===== config.mk =====
export PLATFORM = sky130hd
export DESIGN_NAME = dmux_dispatch4
export DESIGN_NICKNAME = d
export VERILOG_FILES = /design/src/rtl/dmux_pkg.sv /design/src/rtl/dmux1to4.sv /design/src/rtl/dmux_dispatch4.sv
export SDC_FILE = /design/constraint.sdc
export NUM_CORES = 1
export LEC_CHECK = 0
export ABC_AREA = 0
export CAP_MARGIN = 20
export CELL_PAD_IN_SITES_DETAIL_PLACEMENT = 0
export CELL_PAD_IN_SITES_GLOBAL_PLACEMENT = 1
export CORE_MARGIN = 1
export CORE_UTILIZATION = 31
export CTS_BUF_LIST = sky130_fd_sc_hd__clkbuf_4 sky130_fd_sc_hd__clkbuf_8
export DETAILED_ROUTE_END_ITERATION = 12
export PLACE_DENSITY_LB_ADDON = 0.1
export SYNTH_ARGS = -nofsm -noshare
export SYNTH_HDL_FRONTEND = slang
export SYNTH_SLANG_ARGS = --single-unit

===== constraint.sdc =====
create_clock -name clk -period 5.2 [get_ports clk]
set_input_delay 1.3 -clock clk [delete_from_list [all_inputs] [get_ports clk]]
set_output_delay 1.3 -clock clk [all_outputs]
set_load 0.02 [all_outputs]

===== src/rtl/dmux_pkg.sv =====
// ---------------------------------------------------------------------------
// dmux_pkg
//   Shared definitions for the four-channel dispatcher:
//     - state_e     : dispatcher FSM encoding (EMPTY = 0, FULL = 1)
//     - NUM_CHAN    : number of downstream channels (4)
//     - chan_idx_t  : channel index type (2 bits, wraps naturally mod 4)
//     - rr_pick()   : round-robin scan helper used by the dispatcher
// ---------------------------------------------------------------------------
package dmux_pkg;

  localparam int unsigned NUM_CHAN   = 4;
  localparam int unsigned CHAN_IDX_W = 2;

  typedef enum logic {
    ST_EMPTY = 1'b0,
    ST_FULL  = 1'b1
  } state_e;

  typedef logic [CHAN_IDX_W-1:0] chan_idx_t;

  // First enabled channel when scanning ptr, ptr+1, ... (mod NUM_CHAN).
  // When no channel is enabled the result is ptr; callers must not act on
  // it in that case (the dispatcher blocks acceptance then).
  function automatic chan_idx_t rr_pick(input logic [NUM_CHAN-1:0] en,
                                        input chan_idx_t           ptr);
    chan_idx_t pick;
    chan_idx_t cand;
    logic      found;
    pick  = ptr;
    found = 1'b0;
    for (int i = 0; i < NUM_CHAN; i++) begin
      cand = ptr + chan_idx_t'(i);
      if (!found && en[cand]) begin
        pick  = cand;
        found = 1'b1;
      end
    end
    return pick;
  endfunction

endpackage


===== src/rtl/dmux1to4.sv =====
// ---------------------------------------------------------------------------
// dmux1to4
//   Plain 1-to-4 demultiplexer: routes `in` to exactly the output selected
//   by {sel1, sel0}; all other outputs are low.
//   Ports:
//     in          data/strobe to route
//     sel0, sel1  select index (sel1 = MSB)
//     y0..y3      routed outputs
// ---------------------------------------------------------------------------
module dmux1to4 (
  input  logic in,
  input  logic sel0,
  input  logic sel1,
  output logic y0,
  output logic y1,
  output logic y2,
  output logic y3
);

  assign y0 = in & ~sel1 & ~sel0;
  assign y1 = in & ~sel1 &  sel0;
  assign y2 = in &  sel1 & ~sel0;
  assign y3 = in &  sel1 &  sel0;

endmodule


===== src/rtl/dmux_dispatch4.sv =====
// ---------------------------------------------------------------------------
// dmux_dispatch4
//   Single-entry dispatcher: accepts a word from upstream into a holding
//   register and offers it to one of four downstream channels, chosen
//   round-robin among the channels whose chan_enN is high.
//
//   Handshakes (both sides): a transfer happens in a cycle where valid and
//   ready are both high. The dispatcher never withdraws out_validN or
//   changes out_data/target once offered, until that channel's out_readyN
//   completes the transfer. in_ready may depend combinationally on
//   out_readyN (pass-through of downstream acceptance allows 1 word/cycle).
//
//   Ports:
//     clk, reset                 clock, synchronous active-high reset
//     in_data/in_valid/in_ready  upstream word interface
//     chan_en0..3                channel eligible for new assignments
//     out_data                   held word, broadcast to all channels
//     out_valid0..3              held word offered to channel N
//     out_ready0..3              channel N accepts
//     sel0, sel1                 registered target channel (sel1 = MSB)
//     busy                       holding register occupied; this is also
//                                the FSM state (FULL) made observable
// ---------------------------------------------------------------------------
module dmux_dispatch4
  import dmux_pkg::*;
#(
  parameter int WIDTH = 8
) (
  input  logic             clk,
  input  logic             reset,
  input  logic [WIDTH-1:0] in_data,
  input  logic             in_valid,
  output logic             in_ready,
  input  logic             chan_en0,
  input  logic             chan_en1,
  input  logic             chan_en2,
  input  logic             chan_en3,
  output logic [WIDTH-1:0] out_data,
  output logic             out_valid0,
  output logic             out_valid1,
  output logic             out_valid2,
  output logic             out_valid3,
  input  logic             out_ready0,
  input  logic             out_ready1,
  input  logic             out_ready2,
  input  logic             out_ready3,
  output logic             sel0,
  output logic             sel1,
  output logic             busy
);

  // -------------------------------------------------------------------------
  // State
  // -------------------------------------------------------------------------
  state_e           state_q, state_d;
  chan_idx_t        ptr_q,   ptr_d;
  chan_idx_t        tgt_q,   tgt_d;
  logic [WIDTH-1:0] data_q,  data_d;

  // -------------------------------------------------------------------------
  // Channel vectors
  // -------------------------------------------------------------------------
  logic [NUM_CHAN-1:0] en_vec;
  logic [NUM_CHAN-1:0] rdy_vec;

  assign en_vec  = {chan_en3, chan_en2, chan_en1, chan_en0};
  assign rdy_vec = {out_ready3, out_ready2, out_ready1, out_ready0};

  // -------------------------------------------------------------------------
  // Handshake terms
  // -------------------------------------------------------------------------
  logic      full;
  logic      offer;
  logic      any_en;
  logic      out_hs;
  logic      in_hs;
  chan_idx_t pick;

  assign full   = (state_q == ST_FULL);
  // Offer is masked by reset so nothing is presented while reset is high,
  // even though the registers only clear on the next edge.
  assign offer  = full & ~reset;
  assign any_en = |en_vec;
  // Only the registered target's ready matters; others are ignored.
  assign out_hs = offer & rdy_vec[tgt_q];
  assign in_ready = ~reset & any_en & (~full | out_hs);
  assign in_hs  = in_valid & in_ready;
  assign pick   = rr_pick(en_vec, ptr_q);

  // -------------------------------------------------------------------------
  // Next-state logic
  // -------------------------------------------------------------------------
  always_comb begin
    state_d = state_q;
    ptr_d   = ptr_q;
    tgt_d   = tgt_q;
    data_d  = data_q;
    case (state_q)
      ST_EMPTY: begin
        if (in_hs) begin
          state_d = ST_FULL;
        end
      end
      ST_FULL: begin
        // in_hs while FULL implies out_hs, so the slot is refilled in the
        // same cycle the old word leaves.
        if (in_hs) begin
          state_d = ST_FULL;
        end else if (out_hs) begin
          state_d = ST_EMPTY;
        end
      end
      default: state_d = ST_EMPTY;
    endcase
    // Target and pointer only move on acceptance; a dropped chan_en never
    // re-routes a word already held.
    if (in_hs) begin
      tgt_d  = pick;
      ptr_d  = pick + chan_idx_t'(1);
      data_d = in_data;
    end
  end

  // -------------------------------------------------------------------------
  // Registers
  // -------------------------------------------------------------------------
  always_ff @(posedge clk) begin
    if (reset) begin
      state_q <= ST_EMPTY;
      ptr_q   <= '0;
      tgt_q   <= '0;
      data_q  <= '0;
    end else begin
      state_q <= state_d;
      ptr_q   <= ptr_d;
      tgt_q   <= tgt_d;
      data_q  <= data_d;
    end
  end

  // -------------------------------------------------------------------------
  // Outputs
  // -------------------------------------------------------------------------
  assign out_data = data_q;
  assign sel0     = tgt_q[0];
  assign sel1     = tgt_q[1];
  assign busy     = full;

  dmux1to4 u_valid_dmux (
    .in   (offer),
    .sel0 (tgt_q[0]),
    .sel1 (tgt_q[1]),
    .y0   (out_valid0),
    .y1   (out_valid1),
    .y2   (out_valid2),
    .y3   (out_valid3)
  );

endmodule


==> Yosys cells after proc, flatten, opt, wreduce, memory -nomap -nowiden <==
Index checks and enable logic that the tools add are counted.
{ "word_totals": {"ff_bits": 13, "inputBits": 19, "out_inout_bits": 16, "word_cells": 56} }
{ "classes": {"add_sub_neg": 4, "n_lt_le_gt_ge": 5, "n_mux": 20, "bitwise_logic": 16, "n_reduce_logical": 7} }
{ "ops": {"columns": ["op", "count"], "rows": [
  ["< comparator 2 x 3 -> 1 bit, second input constant", 5],
  ["AND 1 bit", 11],
  ["2-to-1 mux 1 bit", 11],
  ["binary-select mux 1 bit (select 2 bit)", 5],
  ["2-to-1 mux 2 bit", 3],
  ["adder 2 x 1 -> 2 bit, second input constant", 2],
  ["adder 2 bit, second input constant", 2],
  ["NOT 1 bit", 4],
  ["OR reduction 4 bit", 1],
  ["logical AND 1 bit", 3],
  ["zero test 1 bit", 3],
  ["one-hot mux 1 bit (2 select lines)", 1],
  ["bitwise OR 1 bit", 1]
]} }

==> Depth between registers and ports, before layout <==
{ "depth": {"ltp_word": 13, "ltp_mapped": 7, "depth_no_buf": 5} }

==> Hierarchy <==
Synthesis repeated with hierarchy kept, for this count alone.
{ "hier_totals": {"cells_unflattened": 89, "hier_area_um2": 719.4} }
{ "by_module_without_submodules": {"columns": ["module", "n_inst", "cells_per_inst", "area_per_inst_um2"], "rows": [
  ["dmux_dispatch4", 1, 85, 681.9],
  ["dmux1to4", 1, 4, 37.5]
]} }

==> Least setup slack after synthesis <==
OpenSTA, ideal clock, no wires.
{ "synth_timing": {"path_type": "input -> output", "start": "in reset", "end": "out in_ready", "t_arrival_ps": 2153, "required_time_ps": 3900, "path_slack_ps": 1747, "path_stages": 4, "n_path_buf": 1, "path_cell_list": "buf_6 -> or2_2 -> o221ai_4 -> and2_1"} }
{ "synth_between": {"elab_chain_cells": 5, "elab_cells_between_ends": 6} }
{ "synth_rtl": {"columns": ["element", "line", "rtl"], "rows": [
  ["start: declaration", "dmux_dispatch4.sv:30", "input logic reset,"],
  ["NOT 1 bit *", "dmux_dispatch4.sv:82, dmux_dispatch4.sv:86", null],
  ["AND 1 bit", "dmux_dispatch4.sv:82", "assign offer = full & ~reset;"],
  ["AND 1 bit", "dmux_dispatch4.sv:85", "assign out_hs = offer & rdy_vec[tgt_q];"],
  ["bitwise OR 1 bit", "dmux_dispatch4.sv:86", "assign in_ready = ~reset & any_en & (~full | out_hs);"],
  ["AND 1 bit *", "dmux_dispatch4.sv:86", null],
  ["end: declaration", "dmux_dispatch4.sv:33", "output logic in_ready,"]
]} }
Every way passes the cells marked *; elsewhere a longest branch is shown, timed or not.

==> Final worst setup path <==
Ends and elaborated chain as after synthesis.

==> flow_summary.ini <==
[yosys]
mappedNetlistArea_um2 = 728
post_synthesis_area_per_instance_um2 = 8.37
synthesis.nets = 106
ys_seq_elements = 13
synth_cell_types = 29
cell_count_after_synthesis = 87
synth.yosys.seq_area_share_pct = 35.7
synth-warning-count = 0

[worst_setup_path]
regToRegSetupSlack_ns = 3.41
worstSetupPathType = primary input to primary output
cp-end-kind = primary output
worstPathArrival_ns = 3.06
critical_path_peak_fanout = 5
cp_slowest_stage_delay_ns = 0.59
critical_path_cell_count = 5
critical-path-slowest-cell = clkdlybuf4s50_1
worstReg2RegStart = tgt_q[1]
critPathMostFrequentCell = clkdlybuf4s50_1
critical_path.cell_chain = clkdlybuf4s50_1 -> nand3b_1 -> o221ai_4 -> and2_1 -> clkdlybuf4s50_1
setup_crit_end = in_ready
cp.buffers_inverters = 2
worst-r2r-cell-count = 5
timing.critical_path.max_delay_family = buffers and inverters
crit_path_start = reset
critical_path_required_ns = 3.90
critical_path.startpoint_type = primary input

[finish]
fin_cells = 149
finalNetCount = 141
final_layout_size_suffix_gt1_share_pct = 9.92
most_common_library_cell_in_the_layout_ignoring_fill_and_taps = clkdlybuf4s50_1
utilization_after_layout_pct = 50.2
layout_common_cells = 34 x clkdlybuf4s50_1, 17 x nand2_1, 15 x a21oi_1
synthToLayoutAreaGrowth_pct = 52.4
insertedDiodeCount = 0

[global_route]
grt_pass1_wl_um = 2680
first_global_vias = 649
initial_antenna_violation_count = 0
grt-ovfl-total = 0
grtUsageTotal_pct = 14.1
largest_net_degree_at_the_start_of_global_routing = 15

[clock_tree]
post_cts_hold_buffer_count = 0
cts_buffer_depth = 2
clk_pin_slew_ns = 0.08
numCtsBuffers = 3
postCtsSetupRepairBufs = 0
cts_resized = 0
h-tree-depth = 1
worst_skew_pair.late_latency_ns = 0.27
tritoncts = done
cts_root_buffer = clkbuf_4
clk_sinks = 13

[place]
globalplace.congestion = 0.715
numPlacedInstances = 145
place_hpwl_um = 1190
port_buffers = 34

[power_and_ir_drop]
switching_pwr_uw = 67.2
comb_power_share_pct = 27.8
p_per_area_mw_per_mm2 = 221
seq_power_share_pct = 45.2
maximum_resistive_drop_on_vdd_v = 0.000132
power_report.internal_total_uw = 178
p_total_uw = 245
switching_share_pct = 27.5
clockPowerShare_pct = 27.1
power_leakage_uw = 0.000392

[sta]
clock.fmax_ghz = 0.229
maxSlewHeadroom_pct = 72.3
grt_setup_unrepaired = no
setup_viol = 0
report.final.hold_viol_count = 0
worstMarginPinSlew_ns = 0.415
worst_hold_slack_after_final_layout_ns = 0.458
fin_worst_skew_ns = 0.00118
post-route-period-util_pct = 83.9
timing.setup.tns_ns = 0
layout_min_cycle_time_ns = 4.36
timing.final.max_slew_violations = 0

[floorplanning]
design.die.area_mm2 = 0.00255
die_h_um = 50.5
initial_standard_cell_utilization_of_the_core_pct = 32.9
rows = 17
ioPinCount = 35
core_area_mm2 = 0.00221
floorplan.die.width_um = 50.5

[routing]
drt-vias-per-instance = 4.78
drt_pass_1_iters = 4
drc_errors = 0
drtAntennaViolNets = 0
drt_iter0_drc = 1
wl_um = 1580
via_count = 712
wl_per_cell_um = 10.6

[run]
drv.max_cap_violation_count = 0

[status]
result_of_the_run = finished, final reports clean

[min_path]
kind_of_path_behind_the_tightest_hold_check = flip-flop to flip-flop
## kinds of logic after synthesis
kind of cell / count (synthesis) / synth area share (%)
AOI/OAI and AO/OA: 22 / 20.4
xor gates and xnor gates: 1 / 3.09
buffers and inverters: 9 / 6.36
DFF: 13 / 35.7
muxes: 4 / 7.22
and+or+nand+nor: 38 / 27.1
## cell type report
class,instances,area (um^2)
clock buffers,4,30.0
fillers,239,1100
inverters,4,15.0
multi-input cells,65,422
flip-flops and latches,13,260
well taps,28,35.0
repair buffers,35,348
## routing by layer
layer	wire (um)	vias up	track usage [%]
li1	-	369	-
met1	783	320	17.0
met2	715	21	23.1
met3	67	2	2.73
met4	17	0	8.33
met5	0	-	0
## metrics by stage
| stage | area (um^2) | setup slack (ns) |
|---|---|---|
| after floorplan | 728 | 1.75 |
| after global placement | 1080 | 0.861 |
| after detailed placement | 1080 | 0.846 |
| after CTS | 1110 | 0.836 |
| after global routing | 1110 | 0.761 |
| final | 1110 | 0.838 |
## power by group through the flow
stage	Clock [uW]	Sequential, uW	Combinational [uW]
2_1_floorplan	0	117	34.9
3_3_place_gp	0	113	68.4
3_5_place_dp	0	113	68.4
4_1_cts	68.7	111	68.6
5_1_grt	75.6	112	73.3
6_report	66.3	111	68.0
## synth_stat cells
| cell type | number | area share, % |
|---|---|---|
| a21o_1 | 1 | 1.0 |
| a21oi_1 | 15 | 10 |
| a21oi_2 | 1 | 1.2 |
| a311o_2 | 1 | 1.5 |
| a31oi_1 | 1 | 0.86 |
| and2_1 | 1 | 0.86 |
| and3_1 | 1 | 0.86 |
| buf_2 | 1 | 0.69 |
| buf_4 | 1 | 1.0 |
| buf_6 | 1 | 1.5 |
| clkbuf_1 | 2 | 1.0 |
| dfxtp_1 | 13 | 36 |
| inv_1 | 4 | 2.1 |
| mux2i_1 | 3 | 4.1 |
| mux4_2 | 1 | 3.1 |
| nand2_1 | 17 | 8.8 |
| nand2b_1 | 4 | 3.4 |
| nand3_2 | 2 | 2.7 |
| nand3b_1 | 2 | 2.1 |
| nor2_1 | 5 | 2.6 |
| nor3_1 | 1 | 0.69 |
| nor4b_1 | 2 | 2.4 |
| o21ai_0 | 1 | 0.69 |
| o221ai_4 | 1 | 3.6 |
| o2bb2ai_1 | 1 | 1.2 |
| or2_2 | 1 | 0.86 |
| or3_1 | 1 | 0.86 |
| or4_1 | 1 | 1.0 |
| xnor3_1 | 1 | 3.1 |
## state kept, by name (all words and copies together), names as in the netlist, named ones only
| signal | cells |
|---|---|
| tgt_q | 2 |
| out_data | 8 |
| ptr_q | 1 |
| busy | 1 |
## worst min path at each step
| stage | cells past startpoint | start | slack (ns) | end |
|---|---|---|---|---|
| finish | 2 | out_data[6] | 0.46 | out_data[6] |
| global placement | 2 | out_data[2] | 0.44 | out_data[2] |
| CTS | 2 | out_data[6] | 0.46 | out_data[6] |
| floorplan | 2 | flip-flop | 0.52 | flip-flop |
| detailed placement | 2 | out_data[6] | 0.45 | out_data[6] |
| global route | 2 | out_data[3] | 0.48 | out_data[3] |
## worst reg2reg max path: cells and delay by family, from the launching register on
kind / cells / cell delay [ns]
AND/OR/NAND/NOR: 3 / 1.03
flip-flops: 1 / 0.36
AO/OA/AOI/OAI: 2 / 0.34
(Power assumes the default switching activity.)
